--- src/rtl/mbist_data_cmp.sv ---
// rtl/mbist_data_cmp.sv - MBIST read-data comparator with first-fail capture and scan result chain
module mbist_data_cmp #(
  parameter int BIST_ADDR_WD    = 9,
  parameter int BIST_DATA_WD    = 32,
  parameter int BIST_RD_LAT     = 1,
  parameter int BIST_ERR_CNT_WD = 4
) (
  input  logic                       clk,
  input  logic                       rst_n,
  input  logic                       run,
  input  logic                       cmp_clr,
  input  logic                       cmp_en,
  input  logic                       cmp_inv,
  input  logic [BIST_ADDR_WD-1:0]    cmp_addr,
  input  logic [BIST_DATA_WD-1:0]    pat_data,
  input  logic [BIST_DATA_WD-1:0]    mem_rdata,
  input  logic                       scan_shift,
  input  logic                       sdi,
  output logic                       cmp_err,
  output logic                       err_sticky,
  output logic [BIST_ADDR_WD-1:0]    fail_addr,
  output logic [BIST_ERR_CNT_WD-1:0] err_cnt,
  output logic                       sdo
);

  typedef enum logic [1:0] {S_IDLE, S_CMP, S_FAIL} state_t;

  state_t                     state_q, state_d;
  logic                       vld_q  [BIST_RD_LAT];
  logic [BIST_ADDR_WD-1:0]    addr_q [BIST_RD_LAT];
  logic [BIST_DATA_WD-1:0]    exp_q  [BIST_RD_LAT];

  logic                       cmp_err_q, cmp_err_d;
  logic                       err_sticky_q, err_sticky_d;
  logic [BIST_ADDR_WD-1:0]    fail_addr_q, fail_addr_d;
  logic [BIST_ERR_CNT_WD-1:0] err_cnt_q, err_cnt_d;

  logic flush;
  logic mismatch;

  // Any cycle without run, or spent shifting, discards all in-flight reads.
  assign flush    = !run || scan_shift;
  assign mismatch = vld_q[BIST_RD_LAT-1] && !flush && !cmp_clr &&
                    (mem_rdata != exp_q[BIST_RD_LAT-1]);

  // Expected-data delay line matching the SRAM read latency.
  always_ff @(posedge clk or negedge rst_n) begin
    if (!rst_n) begin
      for (int i = 0; i < BIST_RD_LAT; i++) begin
        vld_q[i]  <= 1'b0;
        addr_q[i] <= '0;
        exp_q[i]  <= '0;
      end
    end else if (cmp_clr || flush) begin
      for (int i = 0; i < BIST_RD_LAT; i++) vld_q[i] <= 1'b0;
    end else begin
      vld_q[0]  <= cmp_en;
      addr_q[0] <= cmp_addr;
      exp_q[0]  <= cmp_inv ? ~pat_data : pat_data;
      for (int i = 1; i < BIST_RD_LAT; i++) begin
        vld_q[i]  <= vld_q[i-1];
        addr_q[i] <= addr_q[i-1];
        exp_q[i]  <= exp_q[i-1];
      end
    end
  end

  // State and result registers.
  always_ff @(posedge clk or negedge rst_n) begin
    if (!rst_n) begin
      state_q      <= S_IDLE;
      cmp_err_q    <= 1'b0;
      err_sticky_q <= 1'b0;
      fail_addr_q  <= '0;
      err_cnt_q    <= '0;
    end else begin
      state_q      <= state_d;
      cmp_err_q    <= cmp_err_d;
      err_sticky_q <= err_sticky_d;
      fail_addr_q  <= fail_addr_d;
      err_cnt_q    <= err_cnt_d;
    end
  end

  // Next state: clear beats shifting, shifting beats comparing; only the first fail is captured.
  always_comb begin
    state_d      = state_q;
    cmp_err_d    = 1'b0;
    err_sticky_d = err_sticky_q;
    fail_addr_d  = fail_addr_q;
    err_cnt_d    = err_cnt_q;
    if (cmp_clr) begin
      state_d      = S_IDLE;
      err_sticky_d = 1'b0;
      fail_addr_d  = '0;
      err_cnt_d    = '0;
    end else if (scan_shift) begin
      {err_sticky_d, err_cnt_d, fail_addr_d} =
        {sdi, err_sticky_q, err_cnt_q, fail_addr_q[BIST_ADDR_WD-1:1]};
    end else begin
      case (state_q)
        S_IDLE:  if (run) state_d = mismatch ? S_FAIL : S_CMP;
        S_CMP:   if (!run) state_d = S_IDLE;
                 else if (mismatch) state_d = S_FAIL;
        S_FAIL:  if (!run) state_d = S_IDLE;
        default: state_d = S_IDLE;
      endcase
      if (mismatch) begin
        cmp_err_d = 1'b1;
        if (!(&err_cnt_q)) err_cnt_d = err_cnt_q + 1'b1;
        if (!err_sticky_q) begin
          err_sticky_d = 1'b1;
          fail_addr_d  = addr_q[BIST_RD_LAT-1];
        end
      end
    end
  end

  assign cmp_err    = cmp_err_q;
  assign err_sticky = err_sticky_q;
  assign fail_addr  = fail_addr_q;
  assign err_cnt    = err_cnt_q;
  assign sdo        = fail_addr_q[0];

endmodule

--- config.mk ---
export PLATFORM = sky130hd
export DESIGN_NAME = mbist_data_cmp
export DESIGN_NICKNAME = d
export VERILOG_FILES = /design/src/rtl/mbist_data_cmp.sv
export SDC_FILE = /design/constraint.sdc
export NUM_CORES = 1
export LEC_CHECK = 0
export ABC_AREA = 1
export CORE_MARGIN = 1.5
export CORE_UTILIZATION = 50
export DETAILED_ROUTE_END_ITERATION = 8
export PLACE_DENSITY_LB_ADDON = 0.08
export REMOVE_ABC_BUFFERS = 1
export SETUP_SLACK_MARGIN = 0.05
export SLEW_MARGIN = 40
export SYNTH_ARGS = -nofsm -noshare
export SYNTH_HDL_FRONTEND = slang
export SYNTH_SLANG_ARGS = --single-unit
--- constraint.sdc ---
create_clock -name clk -period 2.89 [get_ports clk]
set_clock_uncertainty 0.15 [all_clocks]
set_input_delay 0.578 -clock clk [delete_from_list [all_inputs] [get_ports clk]]
set_output_delay 0.578 -clock clk [all_outputs]
set_load 0.01 [all_outputs]
==> flow_summary.json, run 1 <==
{
  "final_ws_setup_ns": 0.7794,
  "final_net_count": 576,
  "crit_path_end_kind": "primary output",
  "synth.yosys.seq_area_share_pct": 44.64,
  "design.core.area_mm2": 0.006061,
  "io_pins": 97,
  "crit_slowest_cell": "sky130_fd_sc_hd__clkdlybuf4s50_1",
  "netlist_instances": 397,
  "run_status": "complete, no violations",
  "max-cap-violations": 0,
  "critPathRequiredTime_ns": 2.16,
  "antenna_left": 0,
  "nFillCells": 478,
  "synthDominantAreaCellType": "sky130_fd_sc_hd__dfrtp_1",
  "launching_point_of_the_worst_reg2reg_path": "exp_q[17]",
  "async_reset_ff_share_pct": 100.0,
  "syn2layout_area_growth_pct": 40.72,
  "die_h_um": 82.95,
  "postSynthAreaPerCell_um2": 8.049,
  "gr-usage-all-layers_pct": 22.05,
  "rsz0062_at_grt": "false",
  "placement.io_buffers": 96,
  "min-delay-path-class": "in2async",
  "first_global_vias": 2660,
  "initial_antenna_violation_count": 0,
  "critical_path_arrival_ns": 1.38,
  "pin_count_of_the_biggest_net_entering_global_routing": 58,
  "yosysMostFrequentCell": "sky130_fd_sc_hd__nand2_1",
  "synth_area_leaders": "sky130_fd_sc_hd__dfrtp_1, sky130_fd_sc_hd__nand2_1, sky130_fd_sc_hd__xnor2_1",
  "design.die.area_mm2": 0.006880,
  "post_cts_resize_count": 0,
  "max_slew_margin_pct": 51.39,
  "critical_path.top_delay_family": "buffers and inverters",
  "cp_num_buf_inv": 1,
  "chipWidth_um": 82.95,
  "most_common_library_cells_after_synthesis": "sky130_fd_sc_hd__nand2_1, sky130_fd_sc_hd__dfrtp_1, sky130_fd_sc_hd__xnor2_1",
  "hold_viol": 0,
  "drt_pass1_iterations": 4,
  "fin_setup_tns_ns": 0,
  "final-setup-viol-count": 0,
  "post_synth_num_cell_types": 24,
  "count_of_vias_placed_by_the_detailed_router": 2759,
  "dp_hpwl_mm": 5.021,
  "final-max-slew-violation-count": 0,
  "ys_seq_elements": 57,
  "power_per_cell_area_mw_per_mm2": 561.7,
  "worst_flop_to_flop_path_endpoint": "fail_addr[8]",
  "grt_first_pass_wirelength_mm": 12.14,
  "start_util_pct": 52.73,
  "routedWlPerCell_um": 12.34,
  "worst_pin_slew_ns": 0.7292,
  "critical_path.max_stage_delay_ns": 0.58,
  "max-vdd-ir-drop_mv": 0.3598,
  "clk_pin_slew_ns": 0.07,
  "post_layout_minimum_cycle_time_ns": 2.111,
  "detail_route.drc_violations": 0,
  "tritoncts": "done",
  "cts_htree_levels": 3,
  "synth-edff-count": 0,
  "yosys.area.top_type_share_pct": 44.64,
  "root_buffer": "sky130_fd_sc_hd__clkbuf_8",
  "critical_path.cell_chain": "clkdlybuf4s50_1",
  "place_ws_ns": 0.5538,
  "final_weighted_congestion_of_routability_driven_global_placement": 0.8444,
  "worstSkewPairLatency_ns": 0.34,
  "static-leakage-power_nw": 2.093,
  "drtIter0Drc": 151,
  "postCtsHoldBufs": 0,
  "post_drt_via_cell_ratio": 4.807,
  "rrSetupSlack_ns": 1.19,
  "globalRoute.totalOverflow": 0,
  "clock_path_buffers": 2,
  "finalWirelength_mm": 7.085,
  "n_antenna_cell": 0,
  "crit_type": "reg2out",
  "maxClockFrequency_ghz": 0.4738,
  "hold_slack_ns": 0.2204,
  "critPathLaunchType": "register",
  "synth_top_flop_cell": "sky130_fd_sc_hd__dfrtp_1",
  "cts-buffers-inserted": 9,
  "worstPathMaxFanout": 6,
  "floorplan.rows": 28,
  "synthesis.yosys.warnings": 0,
  "final.period_utilization_pct": 73.03,
  "final_layout_size_suffix_gt1_share_pct": 8.216,
  "r2r_cells": 12,
  "mappedNetlistArea_mm2": 0.003196,
  "clock_sinks": 57,
  "post-cts-setup-buffer-count": 0
}
[worst max-delay path by stage]
stage / from / endpoint / slack (ns) / depth (start not counted)
6_report: err_cnt[0] / err_cnt[0] / 0.78 / 1
5_1_grt: err_cnt[0] / err_cnt[0] / 0.73 / 1
4_1_cts: err_cnt[0] / err_cnt[0] / 0.76 / 1
3_5_place_dp: mem_rdata[16] / fail_addr[4] / 0.55 / 11
3_3_place_gp: cmp_clr / addr_q[8] / 0.61 / 7
2_1_floorplan: cmp_clr / err_cnt[2] / 0.95 / 8
[layout make-up]
class                   instances  area (µm²)  area share (%)
well taps                      75       93.84           2.087
clock inverters                 4       97.59           2.170
repair buffers                103        1028           22.87
multi-input cells             297        1588           35.31
flip-flops and latches         57        1426           31.72
inverters                      26       97.59           2.170
clock buffers                  12       165.2           3.673
[layout by cell type, fill, tap and decap left out]
| master | instances |
|---|---|
| sky130_fd_sc_hd__a21oi_1 | 2 |
| sky130_fd_sc_hd__nand2_4 | 5 |
| sky130_fd_sc_hd__nor2_8 | 2 |
| sky130_fd_sc_hd__nand4_2 | 1 |
| sky130_fd_sc_hd__clkinvlp_4 | 1 |
| sky130_fd_sc_hd__inv_2 | 3 |
| sky130_fd_sc_hd__nand2_1 | 134 |
| sky130_fd_sc_hd__nor2_1 | 30 |
| sky130_fd_sc_hd__a211oi_1 | 1 |
| sky130_fd_sc_hd__nand3_1 | 14 |
| sky130_fd_sc_hd__o21ai_1 | 33 |
| sky130_fd_sc_hd__dfrtp_1 | 57 |
| sky130_fd_sc_hd__bufinv_16 | 3 |
| sky130_fd_sc_hd__ha_1 | 1 |
| sky130_fd_sc_hd__buf_4 | 5 |
| sky130_fd_sc_hd__or2_2 | 1 |
| sky130_fd_sc_hd__nand3_4 | 1 |
| sky130_fd_sc_hd__buf_12 | 2 |
| sky130_fd_sc_hd__o211ai_1 | 1 |
| sky130_fd_sc_hd__nand2_2 | 1 |
| sky130_fd_sc_hd__a31oi_1 | 1 |
| sky130_fd_sc_hd__o21ai_0 | 12 |
| sky130_fd_sc_hd__buf_2 | 2 |
| sky130_fd_sc_hd__clkbuf_8 | 12 |
| sky130_fd_sc_hd__clkdlybuf4s50_1 | 94 |
| sky130_fd_sc_hd__inv_1 | 23 |
| sky130_fd_sc_hd__xnor2_1 | 55 |
| sky130_fd_sc_hd__nor2_2 | 2 |
[flip-flops by register name, summed over array words and instances (netlist names)]
name,flops
fail_addr,9
addr_q,9
err_cnt,4
vld_q,1
err_sticky,1
exp_q,32
cmp_err,1
[metal layers]
| layer | GRT usage, % | wire [µm] |
|---|---|---|
| met1 | 29.23 | 3305 |
| met2 | 34.59 | 3265 |
| met3 | 4.076 | 333 |
| met4 | 11.36 | 180 |
| met5 | 0 | 0 |
[cells by family after synthesis]
family,share of synthesized area [%]
DFF,44.64
and+or+nand+nor,26.19
AOI/OAI and AO/OA,8.027
xor gates and xnor gates,15.07
adders and majority gates,0.3915
buffers and inverters,5.677
[per-stage QoR]
stage                     instance area (µm²)  std cells  power (mW)  utilization (%)
after floorplan                          3112        380       1.308                -
after global placement                   4234        558       1.550            69.86
after detailed placement                 4234        558       1.571            69.86
after CTS                                4497        574       2.548            74.19
after global routing                     4497        574       2.664            74.19
final                                    4497        574       2.526            74.19
[power by group]
group          internal (mW)  switching [mW]
clock network          0.643           0.325
logic                  0.306           0.239
registers              0.919          0.0926
No activity file was read; power rests on OpenSTA's default activity.
==> run 2: changes to the inputs <==
--- a/config.mk
+++ b/config.mk
@@ -7,7 +7,7 @@
 export LEC_CHECK = 0
 export ABC_AREA = 1
 export CORE_MARGIN = 1.5
-export CORE_UTILIZATION = 50
+export CORE_UTILIZATION = 47
 export DETAILED_ROUTE_END_ITERATION = 8
 export PLACE_DENSITY_LB_ADDON = 0.08
 export REMOVE_ABC_BUFFERS = 1
==> constraint.sdc (replaced) <==
create_clock -name clk -period 2.2 [get_ports clk]
set_clock_uncertainty 0.15 [all_clocks]
set_input_delay 0.44 -clock clk [delete_from_list [all_inputs] [get_ports clk]]
set_output_delay 0.44 -clock clk [all_outputs]
set_load 0.01 [all_outputs]
==> run 2 against run 1 <==
Effect of this change: die area up 6.1%; global-route usage down 1.3 points; the run now ends with DRC left; non-clock buffer count unchanged; register-to-register slack worse by 0.69 ns; total power up 21%.
==> flow_summary.json, run 2 (synthesis results as in run 1) <==
{
  "crit_type": "reg2out",
  "critical_path.cell_chain": "clkdlybuf4s50_1",
  "design.core.area_mm2": 0.006459,
  "worst_pin_slew_ns": 0.3281,
  "post_cts_resize_count": 0,
  "dp_hpwl_mm": 4.935,
  "routedWlPerCell_um": 11.91,
  "count_of_vias_placed_by_the_detailed_router": 2744,
  "finalWirelength_mm": 6.860,
  "critPathLaunchType": "register",
  "globalRoute.totalOverflow": 0,
  "crit_slowest_cell": "sky130_fd_sc_hd__clkdlybuf4s50_1",
  "post_drt_via_cell_ratio": 4.764,
  "min-delay-path-class": "reg2reg",
  "maxClockFrequency_ghz": 0.5164,
  "largest_register_ff_count": 32,
  "static-leakage-power_nw": 2.074,
  "cts-buffers-inserted": 9,
  "die_h_um": 85.46,
  "crit_path_end_kind": "primary output",
  "final-setup-viol-count": 0,
  "rsz0062_at_grt": "false",
  "final_weighted_congestion_of_routability_driven_global_placement": 0.7904,
  "clock_sinks": 57,
  "critical_path.max_stage_delay_ns": 0.57,
  "layout_common_cells": "sky130_fd_sc_hd__nand2_1, sky130_fd_sc_hd__clkdlybuf4s50_1, sky130_fd_sc_hd__dfrtp_1",
  "final_util_pct": 69.04,
  "tritoncts": "done",
  "start_util_pct": 49.48,
  "power_per_cell_area_mw_per_mm2": 684.6,
  "antenna_left": 0,
  "run_status": "finished with violations",
  "syn2layout_area_growth_pct": 39.55,
  "cts_htree_levels": 3,
  "gr-usage-all-layers_pct": 20.71,
  "violations_in_the_final_reports": "DRC",
  "top_register": "exp_q",
  "cp_num_buf_inv": 1,
  "critical_path.top_delay_family": "buffers and inverters",
  "grt_first_pass_wirelength_mm": 11.94,
  "placed_cells_incl_taps": 559,
  "final-max-slew-violation-count": 0,
  "floorplan.rows": 29,
  "hold_viol": 0,
  "max-vdd-ir-drop_mv": 0.3528,
  "final.period_utilization_pct": 88.02,
  "clock_path_buffers": 2,
  "max-cap-violations": 0,
  "drtIter0Drc": 72,
  "critical_path_arrival_ns": 1.35,
  "worstSkewPairLatency_ns": 0.33,
  "n_antenna_cell": 0,
  "pin_count_of_the_biggest_net_entering_global_routing": 58,
  "drt_pass1_iterations": 6,
  "clk_pin_slew_ns": 0.07,
  "initial_antenna_violation_count": 0,
  "critPathRequiredTime_ns": 1.61,
  "post_layout_minimum_cycle_time_ns": 1.937,
  "final_ws_setup_ns": 0.2635,
  "final_layout_size_suffix_gt1_share_pct": 7.615,
  "place_ws_ns": -0.01615,
  "instances_no_fill": 576,
  "root_buffer": "sky130_fd_sc_hd__clkbuf_8",
  "final_common_cell": "sky130_fd_sc_hd__nand2_1",
  "placement.io_buffers": 96,
  "io_pins": 97,
  "first_global_vias": 2683,
  "chipWidth_um": 85.46,
  "final_net_count": 576,
  "max_slew_margin_pct": 78.06,
  "worstPathMaxFanout": 7,
  "design.die.area_mm2": 0.007303,
  "detail_route.drc_violations": 3
}
-- run 2: changes by cell type in the layout (fill, tap and decap cells not counted) --
| cell | previous run | this run |
|---|---|---|
| sky130_fd_sc_hd__bufinv_16 | 3 | 1 |
| sky130_fd_sc_hd__clkbuf_1 | 0 | 2 |
| sky130_fd_sc_hd__buf_12 | 2 | 3 |
| sky130_fd_sc_hd__clkinvlp_4 | 1 | 0 |
| sky130_fd_sc_hd__clkinv_2 | 0 | 1 |
| sky130_fd_sc_hd__dlygate4sd3_1 | 0 | 1 |
| sky130_fd_sc_hd__buf_4 | 5 | 3 |
-- run 2: worst paths after layout --
check / startpoint / end / slack, ns / depth (start not counted)
worst min-delay path: addr_q[5] / addr_q[5] / 0.33 / 2
worst max-delay path: err_cnt[2] / err_cnt[2] / 0.26 / 1
worst min register to register: addr_q[5] / addr_q[5] / 0.33 / 2
max in group asynchronous: rst_n / addr_q[8] / 1.15 / 3
min in group asynchronous: rst_n / exp_q[12] / 0.49 / 3
worst max register to register: exp_q[4] / fail_addr[1] / 0.50 / 10
-- run 2: what timing repair did --
action                    CTS  global route
hold buffers                1             0
buffers inserted            0             0
hold endpoints to repair   57             0
-- run 2: area by class of cell --
| type | instances | area (µm²) |
|---|---|---|
| clock buffer | 14 | 172.7 |
| timing repair buffer | 103 | 1044 |
| tap | 77 | 96.34 |
| inverter | 26 | 97.59 |
| fill | 532 | 1999 |
| sequential | 57 | 1426 |
| clock inverter | 2 | 35.03 |
| multi-input combinational | 297 | 1588 |
-- run 2: worst min-delay path, cell delays in order (launching register included) --
cell and delay [ns]:
sky130_fd_sc_hd__dfrtp_1 0.34, sky130_fd_sc_hd__nand2_1 0.06, sky130_fd_sc_hd__nand2_1 0.06
-- run 2: power by group --
group / switching (mW) / total [mW] / internal (mW)
clock: 0.397 / 1.01 / 0.615
combinational: 0.310 / 0.715 / 0.405
sequential: 0.117 / 1.33 / 1.21
total: 0.824 / 3.05 / 2.23
-- run 2: stage by stage --
step                hold slack (ns)  power [mW]  instance area [µm²]  TNS [ns]
finish                       0.3341       3.053                 4459         0
CTS                          0.3345       3.088                 4459         0
floorplan                 -0.005591       1.718                 3112         0
global placement             0.3092       2.040                 4242         0
global route                 0.3550       3.242                 4459         0
detailed placement           0.3125       2.063                 4242  -0.04743
-- run 2: metal layers --
| layer | up-vias | GRT usage [%] | wire (µm) |
|---|---|---|---|
| met1 | 1230 | 26.93 | 3115 |
| met2 | 79 | 33.36 | 3197 |
| li1 | 1427 | - | - |
| met4 | 0 | 8.504 | 97 |
| met3 | 8 | 4.864 | 450 |
| met5 | - | 0 | 0 |
